**src/rtl/ex_alu_stage_if.sv**
```systemverilog
// Handshake and operand bundle between ID/EX, the execute stage and EX/MEM.
// The stage connects through the slave modport; the upstream/downstream side uses master.
interface ex_alu_stage_if #(
  parameter int unsigned WIDTH = 32
) ();
  logic             in_valid;
  logic             in_ready;
  logic [3:0]       alu_cntrl;
  logic [WIDTH-1:0] src_a;
  logic [WIDTH-1:0] src_b;
  logic [4:0]       shamt;
  logic [4:0]       rd_addr;
  logic             reg_write;
  logic             mem_read;
  logic             mem_write;
  logic [WIDTH-1:0] store_data;
  logic             flush;
  logic             out_ready;
  logic             out_valid;
  logic [WIDTH-1:0] out_result;
  logic             out_zero;
  logic             out_ovf;
  logic             out_illegal;
  logic [4:0]       out_rd_addr;
  logic             out_reg_write;
  logic             out_mem_read;
  logic             out_mem_write;
  logic [WIDTH-1:0] out_store_data;

  modport master (
    output in_valid, alu_cntrl, src_a, src_b, shamt, rd_addr, reg_write, mem_read, mem_write,
    output store_data, flush, out_ready,
    input  in_ready, out_valid, out_result, out_zero, out_ovf, out_illegal, out_rd_addr,
    input  out_reg_write, out_mem_read, out_mem_write, out_store_data
  );

  modport slave (
    input  in_valid, alu_cntrl, src_a, src_b, shamt, rd_addr, reg_write, mem_read, mem_write,
    input  store_data, flush, out_ready,
    output in_ready, out_valid, out_result, out_zero, out_ovf, out_illegal, out_rd_addr,
    output out_reg_write, out_mem_read, out_mem_write, out_store_data
  );
endinterface

```
**src/rtl/ex_alu_stage.sv**
```systemverilog
// MIPS execute stage: combinational ALU feeding a two-entry skid buffer
// (output register + skid register) with a registered in_ready.
module ex_alu_stage #(
  parameter int unsigned WIDTH = 32
) (
  input  logic           clk,
  input  logic           rst,
  ex_alu_stage_if.slave  bus_io
);

  typedef struct packed {
    logic [WIDTH-1:0] result;
    logic             zero;
    logic             ovf;
    logic             illegal;
    logic [4:0]       rd_addr;
    logic             reg_write;
    logic             mem_read;
    logic             mem_write;
    logic [WIDTH-1:0] store_data;
  } entry_t;

  // State is just {out_valid, skid_valid}; 01 cannot occur.
  localparam logic [1:0] StEmpty = 2'b00;
  localparam logic [1:0] StOne   = 2'b10;
  localparam logic [1:0] StFull  = 2'b11;

  logic [WIDTH-1:0] a, b, sum, diff, res;
  logic             ovf, illegal;
  entry_t           new_entry;

  assign a    = bus_io.src_a;
  assign b    = bus_io.src_b;
  assign sum  = a + b;
  assign diff = a - b;

  always_comb begin
    res     = '0;
    ovf     = 1'b0;
    illegal = 1'b0;
    case (bus_io.alu_cntrl)
      4'b0000: res = b << bus_io.shamt;
      4'b0010: res = b >> bus_io.shamt;
      4'b0001: res = $signed(b) >>> bus_io.shamt;
      4'b1000: begin
        res = sum;
        ovf = (a[WIDTH-1] == b[WIDTH-1]) && (sum[WIDTH-1] != a[WIDTH-1]);
      end
      4'b1001: begin
        res = diff;
        ovf = (a[WIDTH-1] != b[WIDTH-1]) && (diff[WIDTH-1] != a[WIDTH-1]);
      end
      4'b1100: res = a & b;
      4'b1101: res = a | b;
      4'b1111: res = a ^ b;
      4'b1110: res = ~(a | b);
      4'b0101: res = {{(WIDTH-1){1'b0}}, ($signed(a) < $signed(b))};
      default: illegal = 1'b1;
    endcase
  end

  always_comb begin
    new_entry.result     = res;
    new_entry.zero       = (res == '0);
    new_entry.ovf        = ovf;
    new_entry.illegal    = illegal;
    new_entry.rd_addr    = bus_io.rd_addr;
    new_entry.reg_write  = bus_io.reg_write;
    new_entry.mem_read   = bus_io.mem_read;
    new_entry.mem_write  = bus_io.mem_write;
    new_entry.store_data = bus_io.store_data;
  end

  entry_t out_q, out_d, skid_q, skid_d;
  logic   out_valid_q, out_valid_d, skid_valid_q, skid_valid_d, in_ready_q, in_ready_d;
  logic   fire, drain;

  assign fire  = bus_io.in_valid & in_ready_q;
  assign drain = out_valid_q & bus_io.out_ready;

  always_comb begin
    out_d        = out_q;
    skid_d       = skid_q;
    out_valid_d  = out_valid_q;
    skid_valid_d = skid_valid_q;
    if (bus_io.flush) begin
      out_valid_d  = 1'b0;
      skid_valid_d = 1'b0;
    end else begin
      case ({out_valid_q, skid_valid_q})
        StEmpty: begin
          if (fire) begin
            out_d       = new_entry;
            out_valid_d = 1'b1;
          end
        end
        StOne: begin
          if (fire && drain) begin
            out_d = new_entry;
          end else if (fire) begin
            skid_d       = new_entry;
            skid_valid_d = 1'b1;
          end else if (drain) begin
            out_valid_d = 1'b0;
          end
        end
        StFull: begin
          if (drain) begin
            out_d        = skid_q;
            skid_valid_d = 1'b0;
          end
        end
        default: ;
      endcase
    end
    in_ready_d = !(out_valid_d && skid_valid_d);
  end

  always_ff @(posedge clk or posedge rst) begin
    if (rst) begin
      out_q        <= '0;
      skid_q       <= '0;
      out_valid_q  <= 1'b0;
      skid_valid_q <= 1'b0;
      in_ready_q   <= 1'b1;
    end else begin
      out_q        <= out_d;
      skid_q       <= skid_d;
      out_valid_q  <= out_valid_d;
      skid_valid_q <= skid_valid_d;
      in_ready_q   <= in_ready_d;
    end
  end

  assign bus_io.in_ready       = in_ready_q;
  assign bus_io.out_valid      = out_valid_q;
  assign bus_io.out_result     = out_q.result;
  assign bus_io.out_zero       = out_q.zero;
  assign bus_io.out_ovf        = out_q.ovf;
  assign bus_io.out_illegal    = out_q.illegal;
  assign bus_io.out_rd_addr    = out_q.rd_addr;
  assign bus_io.out_reg_write  = out_q.reg_write;
  assign bus_io.out_mem_read   = out_q.mem_read;
  assign bus_io.out_mem_write  = out_q.mem_write;
  assign bus_io.out_store_data = out_q.store_data;

endmodule

```
**src/flat_wrapper.sv**
```systemverilog
// flat-port wrapper written by rule: the top's interface ports become plain ports
module ex_alu_stage_flat 
#(
  parameter int unsigned WIDTH = 32
)
  (clk, rst, bus_io_in_valid, bus_io_alu_cntrl, bus_io_src_a, bus_io_src_b, bus_io_shamt, bus_io_rd_addr, bus_io_reg_write, bus_io_mem_read, bus_io_mem_write, bus_io_store_data, bus_io_flush, bus_io_out_ready, bus_io_in_ready, bus_io_out_valid, bus_io_out_result, bus_io_out_zero, bus_io_out_ovf, bus_io_out_illegal, bus_io_out_rd_addr, bus_io_out_reg_write, bus_io_out_mem_read, bus_io_out_mem_write, bus_io_out_store_data);
  ex_alu_stage_if #(.WIDTH(WIDTH)) bus_io_i ();
  input  logic clk;
  input  logic rst;
  input wire logic [$bits(bus_io_i.in_valid)-1:0] bus_io_in_valid;
  input wire logic [$bits(bus_io_i.alu_cntrl)-1:0] bus_io_alu_cntrl;
  input wire logic [$bits(bus_io_i.src_a)-1:0] bus_io_src_a;
  input wire logic [$bits(bus_io_i.src_b)-1:0] bus_io_src_b;
  input wire logic [$bits(bus_io_i.shamt)-1:0] bus_io_shamt;
  input wire logic [$bits(bus_io_i.rd_addr)-1:0] bus_io_rd_addr;
  input wire logic [$bits(bus_io_i.reg_write)-1:0] bus_io_reg_write;
  input wire logic [$bits(bus_io_i.mem_read)-1:0] bus_io_mem_read;
  input wire logic [$bits(bus_io_i.mem_write)-1:0] bus_io_mem_write;
  input wire logic [$bits(bus_io_i.store_data)-1:0] bus_io_store_data;
  input wire logic [$bits(bus_io_i.flush)-1:0] bus_io_flush;
  input wire logic [$bits(bus_io_i.out_ready)-1:0] bus_io_out_ready;
  output wire logic [$bits(bus_io_i.in_ready)-1:0] bus_io_in_ready;
  output wire logic [$bits(bus_io_i.out_valid)-1:0] bus_io_out_valid;
  output wire logic [$bits(bus_io_i.out_result)-1:0] bus_io_out_result;
  output wire logic [$bits(bus_io_i.out_zero)-1:0] bus_io_out_zero;
  output wire logic [$bits(bus_io_i.out_ovf)-1:0] bus_io_out_ovf;
  output wire logic [$bits(bus_io_i.out_illegal)-1:0] bus_io_out_illegal;
  output wire logic [$bits(bus_io_i.out_rd_addr)-1:0] bus_io_out_rd_addr;
  output wire logic [$bits(bus_io_i.out_reg_write)-1:0] bus_io_out_reg_write;
  output wire logic [$bits(bus_io_i.out_mem_read)-1:0] bus_io_out_mem_read;
  output wire logic [$bits(bus_io_i.out_mem_write)-1:0] bus_io_out_mem_write;
  output wire logic [$bits(bus_io_i.out_store_data)-1:0] bus_io_out_store_data;
  assign bus_io_i.in_valid = bus_io_in_valid;
  assign bus_io_i.alu_cntrl = bus_io_alu_cntrl;
  assign bus_io_i.src_a = bus_io_src_a;
  assign bus_io_i.src_b = bus_io_src_b;
  assign bus_io_i.shamt = bus_io_shamt;
  assign bus_io_i.rd_addr = bus_io_rd_addr;
  assign bus_io_i.reg_write = bus_io_reg_write;
  assign bus_io_i.mem_read = bus_io_mem_read;
  assign bus_io_i.mem_write = bus_io_mem_write;
  assign bus_io_i.store_data = bus_io_store_data;
  assign bus_io_i.flush = bus_io_flush;
  assign bus_io_i.out_ready = bus_io_out_ready;
  assign bus_io_in_ready = bus_io_i.in_ready;
  assign bus_io_out_valid = bus_io_i.out_valid;
  assign bus_io_out_result = bus_io_i.out_result;
  assign bus_io_out_zero = bus_io_i.out_zero;
  assign bus_io_out_ovf = bus_io_i.out_ovf;
  assign bus_io_out_illegal = bus_io_i.out_illegal;
  assign bus_io_out_rd_addr = bus_io_i.out_rd_addr;
  assign bus_io_out_reg_write = bus_io_i.out_reg_write;
  assign bus_io_out_mem_read = bus_io_i.out_mem_read;
  assign bus_io_out_mem_write = bus_io_i.out_mem_write;
  assign bus_io_out_store_data = bus_io_i.out_store_data;
  ex_alu_stage #(.WIDTH(WIDTH)) u_core (.clk(clk), .rst(rst), .bus_io(bus_io_i));
endmodule
```
**config.mk**
```make
export PLATFORM = sky130hd
export DESIGN_NAME = ex_alu_stage_flat
export DESIGN_NICKNAME = d
export VERILOG_FILES = /design/src/rtl/ex_alu_stage_if.sv /design/src/rtl/ex_alu_stage.sv /design/src/flat_wrapper.sv
export SDC_FILE = /design/constraint.sdc
export NUM_CORES = 1
export LEC_CHECK = 0
export BUFFER_PORTS_ARGS = -buffer_cell sky130_fd_sc_hd__buf_2
export CELL_PAD_IN_SITES_DETAIL_PLACEMENT = 0
export CELL_PAD_IN_SITES_GLOBAL_PLACEMENT = 2
export CORE_MARGIN = 1
export CORE_UTILIZATION = 30
export CTS_CLUSTER_SIZE = 16
export DETAILED_ROUTE_END_ITERATION = 16
export GPL_TIMING_DRIVEN = 0
export PLACE_DENSITY_LB_ADDON = 0.25
export SLEW_MARGIN = 20
export SYNTH_ARGS = -nofsm -noshare
export SYNTH_HDL_FRONTEND = slang
export SYNTH_SLANG_ARGS = --single-unit
```
**constraint.sdc**
```tcl
create_clock -name clk -period 8.1 [get_ports clk]
set_clock_uncertainty 0.15 [all_clocks]
set_input_delay 1.62 -clock clk [delete_from_list [all_inputs] [get_ports clk]]
set_output_delay 1.62 -clock clk [all_outputs]
set_load 0.01 [all_outputs]
```
======== After elaboration in Yosys (flattened, before gate mapping) ========
Cells that the tools add are included.
word-level totals
  register bits ........................... 153
  bits in latches ......................... 0
  memory bits (writable) .................. 0
  ROM bits ................................ 0
  input bits .............................. 118
  output and inout port bits .............. 77
  word-level logic and storage cells ...... 83
  memories kept ........................... 0
operators by class
  add/subtract/negate cells ............... 2
  multipliers ............................. 0
  divide/modulo/power cells ............... 0
  $lt $le $gt $ge ......................... 1
  equal/unequal tests ..................... 18
  shifts and indexed selects .............. 3
  multiplexer cells ....................... 18
  bitwise gates (word level) .............. 8
  reduce and logical (&&, ||, !) cells .... 12
operators by type and width
  kind                                                   number
  one-hot mux 32 bit (10 select lines)                   1
  two-way mux 75 bit                                     3
  one-hot mux 75 bit (3 select lines)                    1
  adder 32 bit                                           1
  AND 32 bit                                             1
  logical NOT 32 bit                                     1
  < comparator 32 bit                                    1
  NOT 32 bit                                             1
  OR 32 bit                                              1
  << shifter 32 x 5 -> 32 bit                            1
  right shift 32 x 5 -> 32 bit                           1
  >>> shifter 32 x 5 -> 32 bit                           1
  subtractor 32 bit                                      1
  bitwise XOR 32 bit                                     1
  equality test 4 bit, second input constant             6
  two-way mux 1 bit                                      10
  OR reduction 10 bit                                    1
  inequality test 2 x 1 -> 1 bit, second input constant  3
  one-hot mux 1 bit (2 select lines)                     3
  AND reduction 5 bit                                    1
  equality test 2 bit, second input constant             2
  equality test 4 x 1 -> 1 bit, second input constant    1
  equality test 4 x 2 -> 1 bit, second input constant    1
  equality test 4 x 3 -> 1 bit, second input constant    1
  10 further kinds                                       17

======== Depth between registers and ports, before layout ========
  depth after elaboration ................. 8
  gate-level depth with buffers ........... 17
  mapped depth without buffers ............ 15

======== Worst setup path before layout ========
OpenSTA, ideal clock, no wires.
  kind .................................... in2reg
  from .................................... in bus_io_src_b[7]
  to ...................................... reg u_core.out_q, in the netlist u_core.bus_io.out_zero
  library setup time ...................... 0.092 ns
  arrival time ............................ 4.944 ns
  required time ........................... 7.858 ns
  setup slack ............................. 2.914 ns
  stages .................................. 15
  path buffers ............................ 2
  path through ............................ clkbuf_1 -> inv_1 -> ha_1 -> clkbuf_1 -> nor3_1 -> o311ai_1 -> a311oi_1 -> nor3_1 -> o2bb2ai_1 -> o21a_1 -> or3b_1 -> or4_1 -> nor4_1 -> nand2_1 -> o31ai_2
between the ends
  longest elaborated chain between the ends .. 6
  elaborated cells on any way between the ends .. 15
  those cells by class .................... 2 x add/sub; 1 x order compare; 3 x shift; 4 x mux; 4 x bitwise; 1 x reduce/logical
ends and longest elaborated chain
  what                                                                       RTL line                                source
  start, declared                                                            flat_wrapper.sv:13                      input wire logic [$bits(bus_io_i.src_b)-1:0] bus_io_src_b;
  parallel branches: the longest is 2 deep, another holds subtractor 32 bit  n/a
  one-hot mux 32 bit (10 select lines) (*)                                   ex_alu_stage.sv:41                      case (bus_io.alu_cntrl)
  logical NOT 32 bit (*)                                                     ex_alu_stage.sv:64                      new_entry.zero = (res == '0);
  two-way mux 75 bit (on tied branches)                                      ex_alu_stage.sv:98, ex_alu_stage.sv:92
  one-hot mux 75 bit (3 select lines) (*)                                    ex_alu_stage.sv:90                      case ({out_valid_q, skid_valid_q})
  end signal, assigned                                                       ex_alu_stage.sv:127                     out_q <= out_d;
  end, declared                                                              ex_alu_stage.sv:74                      entry_t out_q, out_d, skid_q, skid_d;
Mark *: on every way between the ends. The select of a mux whose other input is x is not followed.
A chain may end at the register's enable or synchronous reset.

======== Worst setup path after layout ========
  from .................................... in bus_io_shamt[3]
  to ...................................... reg u_core.out_q, in the netlist u_core.bus_io.out_zero
between the ends
  longest elaborated chain between the ends .. 5
  elaborated cells on any way between the ends .. 8
  those cells by class .................... 3 x shift; 4 x mux; 1 x reduce/logical
ends and longest elaborated chain
  what                                                  RTL line                                source
  start, declared                                       flat_wrapper.sv:14                      input wire logic [$bits(bus_io_i.shamt)-1:0] bus_io_shamt;
  >>> shifter 32 x 5 -> 32 bit (tied with other cells)  ex_alu_stage.sv:44                      4'b0001: res = $signed(b) >>> bus_io.shamt;
  one-hot mux 32 bit (10 select lines) (*)              ex_alu_stage.sv:41
  logical NOT 32 bit (*)                                ex_alu_stage.sv:64
  two-way mux 75 bit (on tied branches)                 ex_alu_stage.sv:98, ex_alu_stage.sv:92
  one-hot mux 75 bit (3 select lines) (*)               ex_alu_stage.sv:90
Every way passes the cells marked *; elsewhere a longest branch is shown, timed or not. The select of a mux whose other input is x is not followed.

==> reports/qor.yml <==
ys_ff_latch: 153
wirelength_um: 106000
netlist.area_leader.share_pct: 21.2
place_congestion: 1.01
synthFlopType: "dfrtp_1"
finalHoldViolCount: 0
crit_top_cell: "clkbuf_1"
clock_path_buffers: 2
finalMaxSlewViolations: 0
setup_viol: 0
clk_latency_ns: 0.43
ir_drop_mv: 0.157
utilization_pct: 34.8
grt-ovfl-total: 0
critPathKind: "primary input to flip-flop"
ys_types: 94
cp_top_family: "buffers and inverters"
grt_pass1_wl_um: 147000
core_um2: 59000
initial_core_util_pct: 30.3
synth_edf_count: 0
grt_max_degree: 85
p_leak_nw: 8.87
io_buffers: 191
dieHeight_um: 246
syn_area_per_cell_um2: 8.06
grt_usage_pct: 34.4
dpl.hpwl_um: 87600
die_w_um: 246
worst_pin_slew_ns: 1.16
drcViolationCount: 0
numCtsBuffers: 17
htreeDepth: 4
worstPathRequired_ns: 8.30
fin_nets: 2663
timing.fmax_mhz: 139
cts_tree: "done"
clk_pin_slew_ns: 0.07
async_flop_share_pct: 100
yosysSeqAreaShare_pct: 21.4
status: "finished, final reports clean"
startpoint_type: "primary input"
relSlewSlack_pct: 22.3
clock_sinks: 153
ctsHoldBuffers: 0
postCtsSetupBuffers: 0
avgRoutedWirePerCell_um: 32.8
avgViaCountPerCell: 6.24
syn_area_um2: 17900
synth_area_leaders: "dfrtp_1 (21%), ha_1 (7.4%), mux2_2 (6.7%)"
powerDensity_nw_per_um2: 161
crit_arrival_ns: 7.40
drive_gt1_share_pct: 20.0
critPathBufInv: 5
hold_path.class: "flip-flop to flip-flop"
cp_slowest_cell: "a2111oi_1"
io-pin-count: 195
via_count: 20131
cp_max_fo: 10
max_stage_delay_ns: 1.07
top_usage_layer: "met1"
synth_warnings: 0
root_buffer: "clkbuf_16"
min_period_ns: 7.20
grtUsageMet3_pct: 7.42
rows: 89
rsz0062_at_grt: "no"
detail-route-antenna-nets: 0
crit_path_end_kind: "flip-flop"
grt_pass1_vias: 19005
first_pass_iters: 6
grtUsageMet1_pct: 51.1
cts_resized: 0
drt-initial-drc-count: 2448
setup_tns_ns: 0
max_cap_viol_count: 0
syn_inst: 2222
syn_nets: 2448
area.growth.synth_to_final_pct: 14.6
antenna_found_initial: 6
timing.final.crit_share_pct: 88.8
yosysTopAreaCell: "dfrtp_1"
path_cells: "buf_2 > clkbuf_1 > buf_2 > clkbuf_1 > clkbuf_1 > a21oi_1 > a2111oi_1 > o221ai_1 > nor2_1 > nand4_1 > nor4_1 > nand2_1 > o31ai_2"
grtUsageMet2_pct: 48.7
dieArea_um2: 60700
final cells by class:
| type | count | area (µm²) |
|---|---|---|
| tap | 773 | 967 |
| sequential | 153 | 3830 |
| buffer | 182 | 878 |
| fill | 6391 | 38500 |
| multi-input combinational | 1776 | 12800 |
| inverter | 111 | 424 |
| timing repair buffer | 196 | 1020 |
| antenna | 2 | 5.00 |
| clock buffer | 18 | 429 |
| clock inverter | 14 | 155 |
power breakdown:
group	internal (mW)	switching, mW
logic	0.510	0.929
clock network	0.437	0.362
registers	0.963	0.0983
total	1.91	1.39
layout by cell type (no fill, tap or decap), types with 50 or more instances in the layout:
master	synthesis	final
o21ai_0	130	130
nand3_1	50	50
nor2_1	209	209
buf_2	30	222
dfrtp_1	152	152
nand2_1	255	255
inv_1	106	105
a31oi_1	54	54
mux2_2	106	106
clkbuf_1	118	119
mux2i_1	112	112
ha_1	106	106
a21oi_1	126	126
cell families (layout without fill, tap and decap cells):
| group | count (synthesis) | after routing | share of synthesized area (%) |
|---|---|---|---|
| flops | 153 | 153 | 21.4 |
| compound gates | 651 | 651 | 24.6 |
| simple gates | 738 | 738 | 19.1 |
| fa+ha+maj | 108 | 108 | 7.63 |
| other cells | 0 | 2 | 0 |
| xor+xnor | 7 | 7 | 0.342 |
| buf+inv | 293 | 521 | 7.23 |
| mux | 272 | 272 | 19.7 |
layer usage:
metal	vias up	wire, µm
met5	-	77
met4	4	3370
met3	149	9550
met2	1103	43400
met1	10164	49300
li1	8711	-
worst paths after layout:
kind | cells past startpoint | end | startpoint | slack, ns
setup / recovery | 13 | u_core.bus_io.out_zero | bus_io_shamt[3] | 0.90
hold / removal | 2 | u_core.bus_io.out_result[4] | u_core.bus_io.out_result[4] | 0.33
setup reg to reg | 6 | u_core.bus_io.out_store_data[10] | u_core.bus_io.in_ready | 5.49
hold reg to reg | 2 | u_core.bus_io.out_result[4] | u_core.bus_io.out_result[4] | 0.33
max in group asynchronous | 3 | u_core.skid_q[72] | rst | 5.91
min in group asynchronous | 2 | u_core.bus_io.out_result[4] | rst | 1.07
Yosys cell counts (10+ instances only):
cell type,instances
a211oi_1,29
a21oi_1,126
a221oi_1,11
a31oi_1,54
and2_1,16
buf_2,30
buf_4,18
clkbuf_1,118
dfrtp_1,152
ha_1,106
inv_1,106
mux2_2,106
mux2i_1,112
mux4_2,49
nand2_1,255
nand2b_1,22
nand3_1,50
nand4_1,27
nor2_1,209
nor2b_1,25
nor3_1,42
nor4_1,17
o2111ai_1,10
o211ai_1,49
o21a_1,14
o21ai_0,130
o221ai_1,23
o22ai_1,31
o311ai_0,10
o31ai_1,29
or2_2,14
or3_1,14
flip-flops by register name, indices dropped and copies added (netlist names):
| signal | count |
|---|---|
| u_core.skid_q | 75 |
| u_core.bus_io.out_result | 32 |
| u_core.bus_io.out_store_data | 32 |
| u_core.bus_io.out_rd_addr | 5 |
| u_core.bus_io.in_ready | 1 |
| u_core.bus_io.out_illegal | 1 |
| u_core.bus_io.out_mem_read | 1 |
| u_core.bus_io.out_mem_write | 1 |
| u_core.bus_io.out_ovf | 1 |
| u_core.bus_io.out_reg_write | 1 |
| u_core.bus_io.out_valid | 1 |
| u_core.bus_io.out_zero | 1 |
| u_core.skid_valid_q | 1 |
worst register-to-register path, stage by stage, from the launching register on:
cell and delay [ns]:
dfstp_2 0.52, and2_1 0.17, nor2_1 0.07, nor3_1 0.39
clkbuf_1 0.50, clkbuf_1 0.50, a31oi_1 0.16
through the flow:
stage | cells | power, mW | area (µm²) | hold slack [ns] | setup slack, ns
2_1_floorplan | 2222 | 1.89 | 17900 | 0.299 | 2.21
4_1_cts | 3223 | 3.29 | 20500 | 0.333 | 1.26
3_5_place_dp | 3191 | 2.48 | 19900 | 0.316 | 0.811
5_1_grt | 3224 | 3.47 | 20500 | 0.351 | 0.672
6_report | 3225 | 3.30 | 20500 | 0.329 | 0.904
3_3_place_gp | 3186 | 2.46 | 19800 | 0.310 | 0.290
No activity file was read; power rests on OpenSTA's default activity.
